===== config.mk =====
export PLATFORM = sky130hd
export DESIGN_NAME = es_port_bank
export DESIGN_NICKNAME = d
export VERILOG_FILES = /design/src/rtl/es_port_bank_pkg.sv /design/src/rtl/es_port_bank_fifo.sv /design/src/rtl/es_port_bank.sv
export SDC_FILE = /design/constraint.sdc
export NUM_CORES = 1
export LEC_CHECK = 0
export BUFFER_PORTS_ARGS = -buffer_cell sky130_fd_sc_hd__buf_4
export CORE_MARGIN = 4
export CORE_UTILIZATION = 30
export CTS_BUF_LIST = sky130_fd_sc_hd__clkbuf_16
export DETAILED_ROUTE_END_ITERATION = 6
export PLACE_DENSITY_LB_ADDON = 0.3
export SETUP_SLACK_MARGIN = 0.3
export SYNTH_ARGS = -nofsm -noshare
export SYNTH_HDL_FRONTEND = slang
export SYNTH_HIERARCHICAL = 1
export SYNTH_SLANG_ARGS = --single-unit

===== constraint.sdc =====
create_clock -name clock -period 3.9 [get_ports clock]
set_input_delay 0 -clock clock [delete_from_list [all_inputs] [get_ports clock]]
set_output_delay 0 -clock clock [all_outputs]
set_load 0.005 [all_outputs]

===== src/rtl/es_port_bank_pkg.sv =====
// Shared constants and input-FSM state encoding for the es_port_bank I/O responder.
package es_port_bank_pkg;

  localparam int PORT_ID_W = 2;

  typedef enum logic {
    ST_EMPTY = 1'b0,
    ST_HELD  = 1'b1
  } in_state_e;

  // Lowest-index asserted strobe wins; bit 0 is rwe1.
  function automatic logic [PORT_ID_W-1:0] lowest_port(input logic [3:0] strobes);
    logic [PORT_ID_W-1:0] id;
    id = '0;
    if (strobes[0])      id = 2'd0;
    else if (strobes[1]) id = 2'd1;
    else if (strobes[2]) id = 2'd2;
    else if (strobes[3]) id = 2'd3;
    return id;
  endfunction

endpackage


===== src/rtl/es_port_bank_fifo.sv =====
// es_fifo: synchronous FIFO with registered head (no fall-through); a pop
// while full makes room for a simultaneous push.
module es_fifo
  import es_port_bank_pkg::*;
#(
  parameter int WIDTH = 10,
  parameter int DEPTH = 4
) (
  input  logic             clock,
  input  logic             reset,
  input  logic             push_i,
  input  logic [WIDTH-1:0] wdata_i,
  input  logic             pop_i,
  output logic [WIDTH-1:0] head_o,
  output logic             full_o,
  output logic             empty_o
);

  localparam int PTR_W = $clog2(DEPTH);
  localparam int CNT_W = PTR_W + 1;

  logic [WIDTH-1:0] mem_q [DEPTH];
  logic [PTR_W-1:0] wptr_q;
  logic [PTR_W-1:0] rptr_q;
  logic [CNT_W-1:0] count_q;
  logic             doPush;
  logic             doPop;

  assign full_o  = (count_q == CNT_W'(DEPTH));
  assign empty_o = (count_q == '0);
  assign head_o  = mem_q[rptr_q];
  assign doPop   = pop_i && !empty_o;
  assign doPush  = push_i && (!full_o || doPop);

  always_ff @(posedge clock or posedge reset) begin
    if (reset) begin
      for (int i = 0; i < DEPTH; i++) mem_q[i] <= '0;
      wptr_q  <= '0;
      rptr_q  <= '0;
      count_q <= '0;
    end else begin
      if (doPush) begin
        mem_q[wptr_q] <= wdata_i;
        wptr_q        <= wptr_q + 1'b1;
      end
      if (doPop) rptr_q <= rptr_q + 1'b1;
      case ({doPush, doPop})
        2'b10:   count_q <= count_q + 1'b1;
        2'b01:   count_q <= count_q - 1'b1;
        default: count_q <= count_q;
      endcase
    end
  end

endmodule


===== src/rtl/es_port_bank.sv =====
// es_port_bank: CPU port-write capture FIFO, sticky overflow, and LES input holding register.
// Optional macro PORT_MIRROR_EN adds legacy parallel output latches mirror0..mirror3.
module es_port_bank
  import es_port_bank_pkg::*;
#(
  parameter int DATA_W = 8,
  parameter int DEPTH  = 4
) (
  input  logic                 clock,
  input  logic                 reset,
  input  logic                 rwe1,
  input  logic                 rwe2,
  input  logic                 rwe3,
  input  logic                 rwe4,
  input  logic [DATA_W-1:0]    wdata,
  output logic                 out_valid,
  input  logic                 out_ready,
  output logic [DATA_W-1:0]    out_data,
  output logic [PORT_ID_W-1:0] out_id,
  output logic                 ovf,
  input  logic                 clr_ovf,
  input  logic [DATA_W-1:0]    in_data_ext,
  input  logic                 in_valid_ext,
  output logic                 in_ack_ext,
  output logic [DATA_W-1:0]    rdata,
  input  logic                 rd_strobe,
`ifdef PORT_MIRROR_EN
  output logic [DATA_W-1:0]    mirror0,
  output logic [DATA_W-1:0]    mirror1,
  output logic [DATA_W-1:0]    mirror2,
  output logic [DATA_W-1:0]    mirror3,
`endif
  output logic                 in_full
);

  localparam int ENTRY_W = PORT_ID_W + DATA_W;

  logic [3:0]           strobes;
  logic                 wreq;
  logic [PORT_ID_W-1:0] wid;
  logic [ENTRY_W-1:0]   headEntry;
  logic                 fifoFull;
  logic                 fifoEmpty;
  logic                 popReq;
  logic                 ovf_q, ovf_d;
  in_state_e            state_q, state_d;
  logic [DATA_W-1:0]    rdata_q, rdata_d;
  logic                 ack_q, ack_d;

  assign strobes = {rwe4, rwe3, rwe2, rwe1};
  assign wreq    = |strobes;
  assign wid     = lowest_port(strobes);
  assign popReq  = out_valid && out_ready;

  es_fifo #(
    .WIDTH (ENTRY_W),
    .DEPTH (DEPTH)
  ) u_fifo (
    .clock   (clock),
    .reset   (reset),
    .push_i  (wreq),
    .wdata_i ({wid, wdata}),
    .pop_i   (popReq),
    .head_o  (headEntry),
    .full_o  (fifoFull),
    .empty_o (fifoEmpty)
  );

  assign out_valid = !fifoEmpty;
  assign out_data  = headEntry[DATA_W-1:0];
  assign out_id    = headEntry[DATA_W +: PORT_ID_W];

  // A dropped write outranks a clear in the same cycle.
  always_comb begin
    ovf_d = ovf_q;
    if (clr_ovf) ovf_d = 1'b0;
    if (wreq && fifoFull && !popReq) ovf_d = 1'b1;
  end

  always_ff @(posedge clock or posedge reset) begin
    if (reset) ovf_q <= 1'b0;
    else       ovf_q <= ovf_d;
  end

  assign ovf = ovf_q;

  // HELD takes only the release on rd_strobe; a new offer waits for EMPTY.
  always_comb begin
    state_d = state_q;
    rdata_d = rdata_q;
    ack_d   = 1'b0;
    case (state_q)
      ST_EMPTY: begin
        if (in_valid_ext) begin
          rdata_d = in_data_ext;
          ack_d   = 1'b1;
          state_d = ST_HELD;
        end
      end
      ST_HELD: begin
        if (rd_strobe) state_d = ST_EMPTY;
      end
      default: state_d = ST_EMPTY;
    endcase
  end

  always_ff @(posedge clock or posedge reset) begin
    if (reset) begin
      state_q <= ST_EMPTY;
      rdata_q <= '0;
      ack_q   <= 1'b0;
    end else begin
      state_q <= state_d;
      rdata_q <= rdata_d;
      ack_q   <= ack_d;
    end
  end

  assign in_full    = (state_q == ST_HELD);
  assign in_ack_ext = ack_q;
  assign rdata      = rdata_q;

`ifdef PORT_MIRROR_EN
  logic [DATA_W-1:0] mirror_q [4];

  always_ff @(posedge clock or posedge reset) begin
    if (reset) begin
      for (int i = 0; i < 4; i++) mirror_q[i] <= '0;
    end else if (wreq) begin
      mirror_q[wid] <= wdata;
    end
  end

  assign mirror0 = mirror_q[0];
  assign mirror1 = mirror_q[1];
  assign mirror2 = mirror_q[2];
  assign mirror3 = mirror_q[3];
`endif

endmodule


# After elaboration in Yosys (flattened, before gate mapping)

Cells that the tools add are included.

Register bits after elaboration: 58
Input port bits: 26
Output and inout bits: 22

Add/sub/neg operators: 4
Magnitude comparators: 3
Equal/unequal tests: 3
Multiplexer cells: 17
Bitwise gates (word level): 3
Reductions and logical operators: 15

Operator list:

| kind                | number |
|---|---|
| $bwmux 40           | 1 |
| $mux 10             | 3 |
| $bmux 10 s2         | 1 |
| $demux 10 s2        | 1 |
| $mux 2              | 4 |
| $ge 3x3->1 const B  | 2 |
| $logic_and 1x1->1   | 6 |
| $not 2->3           | 2 |
| $pmux 3 s2          | 1 |
| $mux 1              | 5 |
| $add 2x1->2 const B | 2 |
| $reduce_bool 2->1   | 2 |
| $reduce_or 4->1     | 1 |
| $add 3x1->3 const B | 1 |
| $eq 3x3->1 const B  | 1 |
| $logic_not 1->1     | 3 |
| $logic_not 3->1     | 1 |
| $lt 3x1->1 const B  | 1 |
| $sub 3x1->3 const B | 1 |
| $eq 2x1->1 const B  | 1 |
| $eq 2x2->1 const B  | 1 |
| $pmux 1 s2          | 1 |
| $reduce_and 2->1    | 1 |
| $logic_or 1x1->1    | 1 |
| $not 1->1           | 1 |

# Depth between registers and ports, before layout

Gate-level depths: netlist of the first run.

Depth in word-level cells: 8
Depth in mapped cells: 11

# Hierarchy

Netlist of the first run, hierarchy kept.

By module, submodules not included:

| module       | times used | cells an instance | area each (um^2) | seq. area each (um^2) |
|---|---|---|---|---|
| es_fifo      | 1          | 134               | 2142.1           | 1176.1 |
| es_port_bank | 1          | 35                | 452.9            | 275.3 |

# Worst setup path before layout of the first run

OpenSTA, ideal clock, no wires.

Path kind: register -> register
Start: register u_fifo.count_q[0]
End: register u_fifo.count_q[2]
Setup time: 79 ps
Arrival time: 2374 ps
Setup slack: 1447 ps
Stages on the path, launching flop included: 12
Path buffers: 0
Clock period less this slack: 2453 ps
Path through: dfrtp_1 > nor3_1 > nand2b_1 > inv_1 > nor4b_4 > or2b_2 > ha_1 > inv_1 > fa_1 > xor2_1 > nor2_1 > xor2_1

Cells in the longest elaborated chain, start to end: 8

RTL lines:

| what                                            | RTL line                | source |
|---|---|---|
| start: declaration                              | es_port_bank_fifo.sv:25 | `logic [CNT_W-1:0] count_q;` |
| start signal: assignment                        | es_port_bank_fifo.sv:48 | `2'b10: count_q <= count_q + 1'b1;` |
| start signal: assignment                        | es_port_bank_fifo.sv:49 | `2'b01: count_q <= count_q - 1'b1;` |
| start signal: assignment                        | es_port_bank_fifo.sv:50 | `default: count_q <= count_q;` |
| $logic_not 3->1 (*)                             | es_port_bank_fifo.sv:30 | `assign empty_o = (count_q == '0);` |
| net fifoEmpty                                   | es_port_bank.sv:43      | `logic fifoEmpty;` |
| $logic_not 1->1 (*)                             | es_port_bank.sv:69      | `assign out_valid = !fifoEmpty;` |
| $logic_and 1x1->1 (*)                           | es_port_bank.sv:53      | `assign popReq = out_valid && out_ready;` |
| net popReq                                      | es_port_bank.sv:44      | `logic popReq;` |
| $logic_and 1x1->1 (*)                           | es_port_bank_fifo.sv:32 | `assign doPop = pop_i && !empty_o;` |
| $logic_or 1x1->1                                | es_port_bank_fifo.sv:33 | `assign doPush = push_i && (!full_o \|\| doPop);` |
| $logic_and 1x1->1                               | es_port_bank_fifo.sv:33 |  |
| $eq 2x1->1 or $eq 2x2->1 (tied branches)        | es_port_bank_fifo.sv:47 | `case ({doPush, doPop})` |
| $pmux 3 s2 or $reduce_bool 2->1 (tied branches) | n/a                     |  |

Mark *: on every way through the listed nets, which the timed path passes. The rest lies on a longest branch.
A chain may end at the register's enable or synchronous reset.

# Worst setup path after layout of the first run

Same ends and word-level chain as after synthesis.

==> out/metrics.yaml, run 1 <==
status:
  result_of_the_run: "completed"
logic_synthesis:
  yosysWarnings: 6
  synth.net_count: 201
  synthTopCellsByCount: "dfrtp_1, mux2_2, inv_1"
  most_area_consuming_cells_after_synthesis: "dfrtp_1, mux2_2, mux4_2"
  synth_enable_flop_cells: 0
  post-synth-top-area-fraction_pct: 55.9
  synthCells: 169
  yosys.cell_count.top_type: "dfrtp_1"
  synth_largest_area_cell: "dfrtp_1"
  ys_dominant_reg_cell: "dfrtp_1"
  synth.cell_area_um2: 2590
  synth_seq_cells: 58
  postSynthAreaPerCell_um2: 15.4
  ys_async_sr_fraction_pct: 100
  fraction_of_the_yosys_area_taken_by_sequential_cells_pct: 55.9
  synth_cell_type_count: 24
layout:
  n_fill_cell: 738
  register_area_um2: 1450
  layout.core_utilization_pct: 43.4
  area_growth_syn_to_layout_pct: 39.0
  multi_input_gate_area_um2: 1090
  final-instance-count-excl-fill: 355
  final_nets: 277
  antenna_cell_count: 0
  post_route_cells_drive_above_1_share_pct: 49.2
power:
  leakagePower_nw: 1.63
  power.density_cell_area_nw_per_um2: 852
  netSwitchingPower_w: 0.000861
  share_comb_of_total_power_pct: 35.8
  vdd_drop_max_uv: 361
  pwr-share-clk_pct: 28.5
  p_seq_share_pct: 35.7
  power.switching_fraction_pct: 28.0
  cell_internal_pwr_w: 0.00221
  finalPower_w: 0.00307
cts:
  clock_latency_ps: 320
  cts.htree.levels: 3
  post-cts-setup-buffer-count: 0
  tritoncts_num_sinks: 58
  max-clock-path-buffers: 2
  cell_at_the_root_of_the_clock_tree: "clkbuf_16"
  cts_made_buffers: 9
  path_clk_slew_ps: 50
  cts_tree: "built"
floorplan:
  initial_core_util_pct: 31.3
  dieArea_um2: 10200
  core_region_area_um2: 8300
  num_rows: 33
  die_height_um: 101
  floorplan.die.width_um: 101
  floorplan.io_pins: 48
global_routing:
  vias_in_the_first_global_route: 1774
  wire_length_of_the_first_global_routing_pass_um: 8630
  grt.total_usage_pct: 11.2
  pin_count_of_the_biggest_net_entering_global_routing: 48
  grt-ovfl-total: 0
  antenna_found_initial: 0
critical_path:
  critPathRequiredTime_ps: 4140
  critical_path.max_fanout: 5
  worst_setup_path_start_kind: "register"
  critPathArrivalTime_ps: 2930
  crit_path_end_kind: "register"
  path_type_of_the_worst_setup_path: "register to register"
placement:
  placement.io_buffers: 47
  place_congestion: 0.743
  detailed_place_hpwl_um: 3510
  dpl.cell_count: 319
routing:
  postRouteAntennaNets: 0
  dr.first_iter.drc_count: 63
  detail_route.wl_per_cell_um: 14.8
  first_pass_iters: 3
  routed_wl_um: 5270
  route.detailed.drc: 0
  detailroute.via_count: 1618
  avgViaCountPerCell: 4.56
job:
  maxCapViolations: 0
sta:
  timing.max_slew.rel_slack_pct: 49.8
  final-hold-violation-count: 0
  period_share_pct: 69.0
  rsz_0062_raised_after_global_routing: "false"
  setup_viol_count_final: 0
  actual_transition_at_the_worst_max_transition_pin_ps: 751
  finalCriticalPeriod_ps: 2690
  fin_tns_setup_ps: 0
  achievable-frequency_mhz: 371
  fin_worst_skew_ps: 5.94
  slew_violations: 0
min_path:
  hold_path_class: "primary input to register"
## worst max-delay path: stages (launching register included)
cell	delay [ps]
dfrtp_1	440
nor3_1	280
nand2b_1	170
inv_1	80
nor4b_4	390
or2b_2	220
ha_1	190
inv_1	60
fa_1	370
xor2_1	150
nor2_1	120
xor2_1	150
## final timing paths
check,from,endpoint,slack (ps),depth (start not counted)
worst max-delay path,u_fifo/count_q[0]$_DFFE_PP0P_,u_fifo/count_q[2]$_DFFE_PP0P_,1210,11
worst min-delay path,out_ready,ovf$_DFFE_PP0P_,70,3
worst max register to register,u_fifo/count_q[0]$_DFFE_PP0P_,u_fifo/count_q[2]$_DFFE_PP0P_,1210,11
worst min register to register,rdata[2]$_DFFE_PP0P_,rdata[2]$_DFFE_PP0P_,480,1
max in group asynchronous,reset,u_fifo/mem_q[32]$_DFFE_PP0P_,3080,4
min in group asynchronous,reset,in_full$_DFF_PP0_,250,3
## what timing repair did
action,4_1_cts,5_1_grt
hold buffers,20,0
endpoints found under the hold margin,100,0
resized for setup,0,0
## per-layer routing
layer	global-route usage, %	vias up	wire, µm
met2	17.4	46	2560
met5	0	-	0
met4	4.29	0	59
met3	5.40	6	414
met1	13.5	808	2240
li1	-	758	-
## logic make-up after synthesis
logic type                 after synthesis  synth area share [%]
muxes                                   60                  30.3
adders and majority gates                6                  3.18
buffers and inverters                   14                  2.17
xor gates and xnor gates                 6                  2.03
DFF                                     58                  55.9
and+or+nand+nor                         21                  5.16
AOI/OAI and AO/OA                        4                  1.21
## metrics by stage
stage          hold WS [ps]  cell area (µm²)  setup WS, ps
6_report               71.5             3610          1210
5_1_grt                76.3             3610          1000
4_1_cts                61.3             3610          1190
3_5_place_dp           35.3             3070          1210
3_3_place_gp           34.0             3070          1330
2_1_floorplan          -148             2590          1450
## flip-flops by register name (all words and copies together), names as in the netlist
name	flops
u_fifo/mem_q	40
u_fifo/wptr_q	2
ovf	1
in_full	1
in_ack_ext	1
u_fifo/count_q	3
u_fifo/rptr_q	2
rdata	8
## layout by cell type, fill, tap and decap left out, drive strengths merged, types with 2 or more instances in the layout
| cell | count |
|---|---|
| inv | 11 |
| nand2b | 2 |
| xor2 | 3 |
| mux4 | 10 |
| nor2 | 7 |
| bufinv | 3 |
| mux2 | 49 |
| buf | 48 |
| nand2 | 5 |
| xnor2 | 3 |
| ha | 5 |
| dfrtp | 58 |
| nor3 | 2 |
| clkinv | 4 |
| clkbuf | 9 |
| a21oi | 2 |
| dlygate4sd3 | 20 |
## cell type report
cell class	instances	area share, %
sequential	58	40.2
multi-input combinational	97	30.2
timing repair buffer	68	15.5
clock buffer	9	6.25
tap	105	3.64
clock inverter	7	3.02
inverter	11	1.15
## power by group through the flow
stage | clock, W | sequential, W | combinational (W)
after floorplan | 0 | 0.00101 | 0.000785
after global placement | 0 | 0.00110 | 0.00108
after detailed placement | 0 | 0.00111 | 0.00111
after CTS | 0.000899 | 0.00110 | 0.00113
after global routing | 0.000930 | 0.00114 | 0.00120
final | 0.000876 | 0.00110 | 0.00110
Note: power is estimated with default switching activity, not from simulation.
==> run 2: changes to the inputs <==
Settings changed: ABC_AREA set to 1.
Clock period 3.9 ns to 2.3 ns, I/O delays scaled along.
==> run 2 against run 1 <==
Critical path depth fell by 1. Clock power up 58%. Setup slack worse by 870 ps. Synthesized cell count increased by 100%. Die area is 9.8% higher. Power is 77% higher. Global-route usage up 3.2 points. Sequential share of layout area is 3.0 points lower. Critical path type unchanged. Largest power group is now combinational cells.
==> out/metrics.yaml, run 2 <==
status:
  result_of_the_run: "completed"
logic_synthesis:
  postSynthAreaPerCell_um2: 8.50  # -45%
  synth.net_count: 370  # +84%
  synthTopCellsByCount: "nand2_1, dfrtp_1, nand4_1"
  synth_seq_cells: 58  # unchanged
  synthCells: 338  # +100%
  synth_xor_xnor_area_share_pct: 1.22  # -0.81 points
  synth_largest_area_cell: "dfrtp_1"
  synth.cell_area_um2: 2870  # +11%
  post-synth-top-area-fraction_pct: 50.5  # -5.4 points
  post_synth_simple_gate_area_pct: 31.8  # +27 points
  post_synthesis_compound_gate_area_fraction_pct: 6.53  # +5.3 points
  fraction_of_the_yosys_area_taken_by_sequential_cells_pct: 50.5  # -5.4 points
  most_area_consuming_cells_after_synthesis: "dfrtp_1, nand2_1, nand4_1"
  yosys.cell_count.top_type: "nand2_1"
  ys_dominant_reg_cell: "dfrtp_1"
  synth_cell_type_count: 26  # +8.3%
  muxShareOfSynthArea_pct: 0  # -30 points
  yosysWarnings: 6  # unchanged
  yosys.area_share.adder_pct: 2.87  # -0.31 points
  synth_enable_flop_cells: 0  # unchanged
  synth_top_family_by_area: "simple AND/OR/NAND/NOR gates"
  ys_async_sr_fraction_pct: 100  # unchanged
sta:
  setup_viol_count_final: 0  # unchanged
  fin_tns_setup_ps: 0  # unchanged
  slew_violations: 0  # unchanged
  actual_transition_at_the_worst_max_transition_pin_ps: 549  # -203 ps
  fin_worst_skew_ps: 8.26  # +2.32 ps
  timing.max_slew.rel_slack_pct: 63.4  # +14 points
  final-hold-violation-count: 0  # unchanged
  period_share_pct: 85.2  # +16 points
  finalCriticalPeriod_ps: 1960  # -733 ps
  final_critical_path_setup_slack_ps: 340  # -867 ps
  rsz_0062_raised_after_global_routing: "true"
  achievable-frequency_mhz: 510  # +37%
global_routing:
  grt-ovfl-total: 0  # unchanged
  grt.total_usage_pct: 14.4  # +3.2 points
  antenna_found_initial: 0  # unchanged
  wire_length_of_the_first_global_routing_pass_um: 12800  # +49%
  pin_count_of_the_biggest_net_entering_global_routing: 48  # unchanged
  vias_in_the_first_global_route: 2598  # +46%
power:
  p_seq_share_pct: 32.7  # -3.0 points
  pwr-share-clk_pct: 25.4  # -3.1 points
  finalPower_w: 0.00544  # +77%
  vdd_drop_max_uv: 466  # +29%
  share_comb_of_total_power_pct: 41.9  # +6.1 points
  leakagePower_nw: 1.97  # +21%
  netSwitchingPower_w: 0.00203  # +140%
  power.density_cell_area_nw_per_um2: 1400  # +64%
  power.switching_fraction_pct: 37.4  # +9.4 points
  cell_internal_pwr_w: 0.00340  # +54%
critical_path:
  worstSetupStartpoint: "u_fifo/count_q[0]$_DFFE_PP0P_"
  regToRegSetupSlack_ps: 340  # -870 ps
  path_type_of_the_worst_setup_path: "register to register"
  critPathArrivalTime_ps: 2170  # -760 ps
  worst_setup_path_start_kind: "register"
  crit_path_end_kind: "register"
  critical_path.max_fanout: 46  # +41
  critPathRequiredTime_ps: 2510  # -1630 ps
  reg2reg_depth: 10  # -1
  timing.critical_path.to: "u_fifo/mem_q[4]$_DFFE_PP0P_"
  critical_path.reg2reg.endpoint: "u_fifo/mem_q[4]$_DFFE_PP0P_"
  worstReg2RegStart: "u_fifo/count_q[0]$_DFFE_PP0P_"
layout:
  layout.core_utilization_pct: 41.9  # -1.5 points
  area_growth_syn_to_layout_pct: 35.5
  max_flop_register: "u_fifo/mem_q"
  most-common-layout-cells: "nand2_1, dfrtp_1, buf_4"
  post_route_cells_drive_above_1_share_pct: 20.8  # -28 points
  most_common_library_cell_in_the_layout_ignoring_fill_and_taps: "nand2_1"
  final_nets: 440  # +59%
  largest_reg_flops: 40  # unchanged
  final-instance-count-excl-fill: 542  # +53%
  antenna_cell_count: 0  # unchanged
routing:
  route.detailed.drc: 0  # unchanged
  postRouteAntennaNets: 0  # unchanged
  routed_wl_um: 7560  # +44%
  detailroute.wirelength.met3_um: 680  # +64%
  first_pass_iters: 5  # +2
  avgViaCountPerCell: 4.76  # +4.5%
  dr.first_iter.drc_count: 165  # +160%
  wirelength_met1_um: 3250  # +45%
  sum_of_met2_wire_segment_lengths_after_detailed_routing_um: 3530  # +38%
  detailroute.via_count: 2582  # +60%
  top_layer_reached_by_signal_wires: "met4"
  detail_route.wl_per_cell_um: 13.9  # -6.0%
placement:
  dpl.cell_count: 503  # +58%
  place_worst_setup_slack_ps: 346  # -861 ps
  place_congestion: 0.745  # +0.27%
  placement.io_buffers: 47  # unchanged
  detailed_place_hpwl_um: 4740  # +35%
floorplan:
  floorplan.io_pins: 48  # unchanged
  num_rows: 35  # +6.1%
  core_region_area_um2: 9280  # +12%
  floorplan.die.width_um: 106  # +4.8%
  initial_core_util_pct: 30.9  # -0.32 points
  dieArea_um2: 11200  # +9.8%
  die_height_um: 106  # +4.8%
job:
  maxCapViolations: 0  # unchanged
cts:
  tritoncts_num_sinks: 58  # unchanged
  cts.htree.levels: 3  # unchanged
  clock_latency_ps: 330  # about the same
  cts_made_buffers: 9  # unchanged
  cts_tree: "built"
  path_clk_slew_ps: 50  # about the same
  cell_at_the_root_of_the_clock_tree: "clkbuf_16"
  max-clock-path-buffers: 2  # unchanged
min_path:
  hold_path_class: "primary input to register"
## run 2: layout make-up
type / count / area, µm²
Fill cell: 936 / 5390
Timing Repair Buffer: 78 / 641
Multi-Input combinational cell: 240 / 1240
Inverter: 21 / 83.8
Tap cell: 129 / 161
Clock inverter: 7 / 85.1
Sequential cell: 58 / 1450
Clock buffer: 9 / 225
## run 2: per-stage QoR
| step | hold slack, ps | area [µm²] |
|---|---|---|
| 2_1_floorplan | -148 | 2900 |
| 3_3_place_gp | 11.8 | 3350 |
| 3_5_place_dp | 15.3 | 3350 |
| 4_1_cts | 5.74 | 3880 |
| 5_1_grt | 33.8 | 3890 |
| 6_report | 19.4 | 3890 |
## run 2: worst min path at each step
stage / from / endpoint / depth (start not counted)
6_report: rwe1 / u_fifo/mem_q[18]$_DFFE_PP0P_ / 4
5_1_grt: rwe1 / u_fifo/mem_q[38]$_DFFE_PP0P_ / 4
4_1_cts: rwe1 / u_fifo/mem_q[8]$_DFFE_PP0P_ / 4
3_5_place_dp: reset / u_fifo/count_q[1]$_DFFE_PP0P_ / 2
3_3_place_gp: reset / u_fifo/count_q[1]$_DFFE_PP0P_ / 2
2_1_floorplan: reset / in_ack_ext$_DFF_PP0_ / 1
## run 2: power by group through the flow
stage | sequential (W) | clock [W] | combinational, W
after global routing | 0.00184 | 0.00147 | 0.00260
final | 0.00178 | 0.00138 | 0.00228
after detailed placement | 0.00178 | 0 | 0.00224
after floorplan | 0.00168 | 0 | 0.00151
after global placement | 0.00177 | 0 | 0.00221
after CTS | 0.00177 | 0.00142 | 0.00229
## run 2: metal layers
layer	GRT usage [%]	vias to the layer above
met3	5.45	10
met5	0	-
met1	18.7	1210
li1	-	1265
met2	22.2	97
met4	4.72	0
## run 2: cells by family after synthesis
group | after synthesis
AO/OA/AOI/OAI | 35
XOR/XNOR | 4
adder cells (fa/ha/maj) | 6
buffers and inverters | 40
flip-flops | 58
AND/OR/NAND/NOR | 195
## run 2: what timing repair did
action	in CTS	in global routing
setup endpoints to repair	0	42
hold buffers	22	0
hold endpoints to repair	69	0
gates resized for setup	0	1
setup buffers	0	1
## run 2: worst max-delay path, cell delays in order, from the launching register on
cell and delay [ps]:
dfrtp_1 400, nor2_2 60, nand2_1 80, inv_1 50, nor2_1 130, inv_1 60
nand3_2 100, buf_4 460, nand3_4 280, nand2_1 130, nand2_1 60
==> run 3: changes to the inputs <==
Settings changed: REMOVE_ABC_BUFFERS set to 1.
==> run 3 against run 2 <==
Combinational power up 6%. Flip-flop and latch count unchanged. Clock skew down 1.5 ps. Worst hold slack worse by 14 ps. Clock power down 18%. Critical path depth up 4.
==> out/metrics.yaml, run 3 (synthesis results as in run 2) <==
layout:
  antenna_cell_count: 0  # unchanged
  stdcell_area_um2: 3860  # -0.93%
  final_nets: 444  # +0.91%
  area_growth_syn_to_layout_pct: 34.2
  most-common-layout-cells: "nand2_1, buf_4, dfrtp_1"
  n_fill_cell: 952  # +1.7%
  max_flop_register: "u_fifo/mem_q"
  post_route_cells_drive_above_1_share_pct: 21.8  # +1.0 points
  largest_reg_flops: 40  # unchanged
  most_common_library_cell_in_the_layout_ignoring_fill_and_taps: "nand2_1"
cts:
  cts_tree: "built"
  cts.htree.levels: 3  # unchanged
  cts_made_buffers: 9  # unchanged
  path_clk_slew_ps: 50  # about the same
  cell_at_the_root_of_the_clock_tree: "clkbuf_16"
  tritoncts_num_sinks: 58  # unchanged
  max-clock-path-buffers: 2  # unchanged
  clock_latency_ps: 310  # -20 ps
sta:
  setup_viol_count_final: 0  # unchanged
  achievable-frequency_mhz: 497  # -2.6%
  final-hold-violation-count: 0  # unchanged
  rsz_0062_raised_after_global_routing: "true"
  fin_tns_setup_ps: 0  # unchanged
  slew_violations: 0  # unchanged
  timing.max_slew.rel_slack_pct: 62.5  # -0.92 points
  fin_worst_skew_ps: 6.72  # -1.54 ps
  finalCriticalPeriod_ps: 2010  # +51.6 ps
  period_share_pct: 87.5  # +2.2 points
  actual_transition_at_the_worst_max_transition_pin_ps: 563  # +13.8 ps
critical_path:
  critical_path.reg2reg.endpoint: "u_fifo/count_q[2]$_DFFE_PP0P_"
  worstReg2RegStart: "u_fifo/count_q[0]$_DFFE_PP0P_"
  most_repeated_library_cell_on_the_critical_path: "inv_1"
  path_delay_family: "simple AND/OR/NAND/NOR gates"
  critPathArrivalTime_ps: 2250  # +80 ps
  critical-path-slowest-cell: "dfrtp_1"
  worst_setup_path_start_kind: "register"
  reg2reg_depth: 14  # +4
  worst_stage_delay_on_the_critical_path_ps: 390  # -70 ps
  critPathRequiredTime_ps: 2540  # +30 ps
  critical_path.max_fanout: 3  # -93%
  regToRegSetupSlack_ps: 290  # -50 ps
  crit_path_end_kind: "register"
  path_type_of_the_worst_setup_path: "register to register"
  worstPathBufferInverterCount: 4  # +1
  critical_path.cell_chain: "nor2_2, nand2_1, inv_2, nor2_2, inv_1, nand3_2, nand2_2, ha_4, inv_1, fa_2, inv_1, nand2_1, nand3b_1, xor2_1"
routing:
  dr.first_iter.drc_count: 157  # -4.8%
  route.detailed.drc: 0  # unchanged
  avgViaCountPerCell: 4.84  # +1.6%
  detail_route.wl_per_cell_um: 14.8  # +6.4%
  first_pass_iters: 4  # -1
  detailroute.via_count: 2642  # +2.3%
  routed_wl_um: 8100  # +7.2%
  postRouteAntennaNets: 0  # unchanged
global_routing:
  grt-ovfl-total: 0  # unchanged
  wire_length_of_the_first_global_routing_pass_um: 13300  # +3.9%
  pin_count_of_the_biggest_net_entering_global_routing: 48  # unchanged
  antenna_found_initial: 0  # unchanged
  vias_in_the_first_global_route: 2620  # +0.85%
  grt.total_usage_pct: 15.1  # +0.66 points
status:
  result_of_the_run: "completed"
placement:
  detailed_place_hpwl_um: 4980  # +5.0%
  placed_cell_area_um2: 3340  # -0.52%
  placement.io_buffers: 47  # unchanged
  place_congestion: 0.735  # -1.3%
power:
  power.switching_fraction_pct: 39.3  # +1.9 points
  p_seq_share_pct: 32.9  # +0.2 points
  netSwitchingPower_w: 0.00208  # +2.3%
  share_comb_of_total_power_pct: 45.7  # +3.8 points
  vdd_drop_max_uv: 428  # -8.2%
  pwr-share-clk_pct: 21.4  # -4.0 points
  leakagePower_nw: 1.97  # -0.29%
  cell_internal_pwr_w: 0.00322  # -5.5%
  power.density_cell_area_nw_per_um2: 1370  # -1.6%
floorplan:
  die_height_um: 106  # unchanged
  core_region_area_um2: 9280  # unchanged
  dieArea_um2: 11200  # unchanged
  num_rows: 35  # unchanged
  floorplan.die.width_um: 106  # unchanged
  initial_core_util_pct: 30.9  # unchanged
  floorplan.io_pins: 48  # unchanged
min_path:
  hold_crit_depth: 3  # -1
  hold_path_class: "primary input to register"
  hold_path_startpoint: "in_valid_ext"
  worst_hold_path.endpoint: "in_full$_DFF_PP0_"
job:
  maxCapViolations: 0  # unchanged
[run 3: worst reg2reg max path, cell delays in order, from the launching register on]
cell and delay [ps]:
dfrtp_1 390, nor2_2 150, nand2_1 100, inv_2 70
nor2_2 40, inv_1 60, nand3_2 90, nand2_2 120
ha_4 150, inv_1 60, fa_2 340, inv_1 70
nand2_1 50, nand3b_1 90, xor2_1 150
[run 3: repair_timing]
item | CTS | global route
hold buffers | 20 | 0
pin swaps | 1 | 2
endpoints found under the setup margin | 1 | 42
buffers inserted | 3 | 3
endpoints found under the hold margin | 100 | 0
resized for setup | 3 | 4
[run 3: cell type report]
class	count	area (µm²)	area share [%]
Tap cell	129	161	4.19
Clock buffer	9	225	5.84
Multi-Input combinational cell	240	1240	32.2
Sequential cell	58	1450	37.6
Inverter	21	83.8	2.17
Clock inverter	7	28.8	0.746
Timing Repair Buffer	82	666	17.3
[run 3: layer usage]
layer / GRT usage (%) / vias up / part of all wire (%)
li1: - / 1279 / -
met1: 19.6 / 1281 / 44
met2: 24.3 / 66 / 50
met3: 3.92 / 16 / 4.4
met4: 5.37 / 0 / 2.4
met5: 0 / - / 0
[run 3: how the worst max path moves through the flow]
| stage | startpoint | end | slack (ps) | depth (start not counted) |
|---|---|---|---|---|
| 2_1_floorplan | u_fifo/count_q[0]$_DFFE_PP0P_ | u_fifo/count_q[2]$_DFFE_PP0P_ | -390 | 13 |
| 3_3_place_gp | u_fifo/count_q[0]$_DFFE_PP0P_ | u_fifo/count_q[2]$_DFFE_PP0P_ | 310 | 13 |
| 3_5_place_dp | u_fifo/count_q[0]$_DFFE_PP0P_ | u_fifo/count_q[2]$_DFFE_PP0P_ | 200 | 13 |
| 4_1_cts | u_fifo/count_q[1]$_DFFE_PP0P_ | u_fifo/count_q[2]$_DFFE_PP0P_ | 340 | 13 |
| 5_1_grt | u_fifo/count_q[0]$_DFFE_PP0P_ | u_fifo/count_q[2]$_DFFE_PP0P_ | 210 | 14 |
| 6_report | u_fifo/count_q[0]$_DFFE_PP0P_ | u_fifo/count_q[2]$_DFFE_PP0P_ | 290 | 14 |
[run 3: power by group through the flow]
| stage | Sequential (W) | Combinational [W] | Clock, W |
|---|---|---|---|
| after floorplan | 0.00172 | 0.00135 | 0 |
| after detailed placement | 0.00176 | 0.00228 | 0 |
| after global routing | 0.00179 | 0.00272 | 0.00122 |
| after global placement | 0.00175 | 0.00223 | 0 |
| after CTS | 0.00174 | 0.00238 | 0.00116 |
| final | 0.00174 | 0.00242 | 0.00113 |
[run 3: stage by stage]
step,std cells,hold WS [ps],util [%],setup WS [ps],power [W]
after floorplan,319,-148,-,-392,0.00307
after global placement,504,-39.9,35.9,307,0.00398
after detailed placement,504,-42.7,35.9,198,0.00404
after CTS,543,6.42,41.1,344,0.00527
after global routing,546,20.9,41.5,206,0.00573
final,546,5.03,41.5,289,0.00530
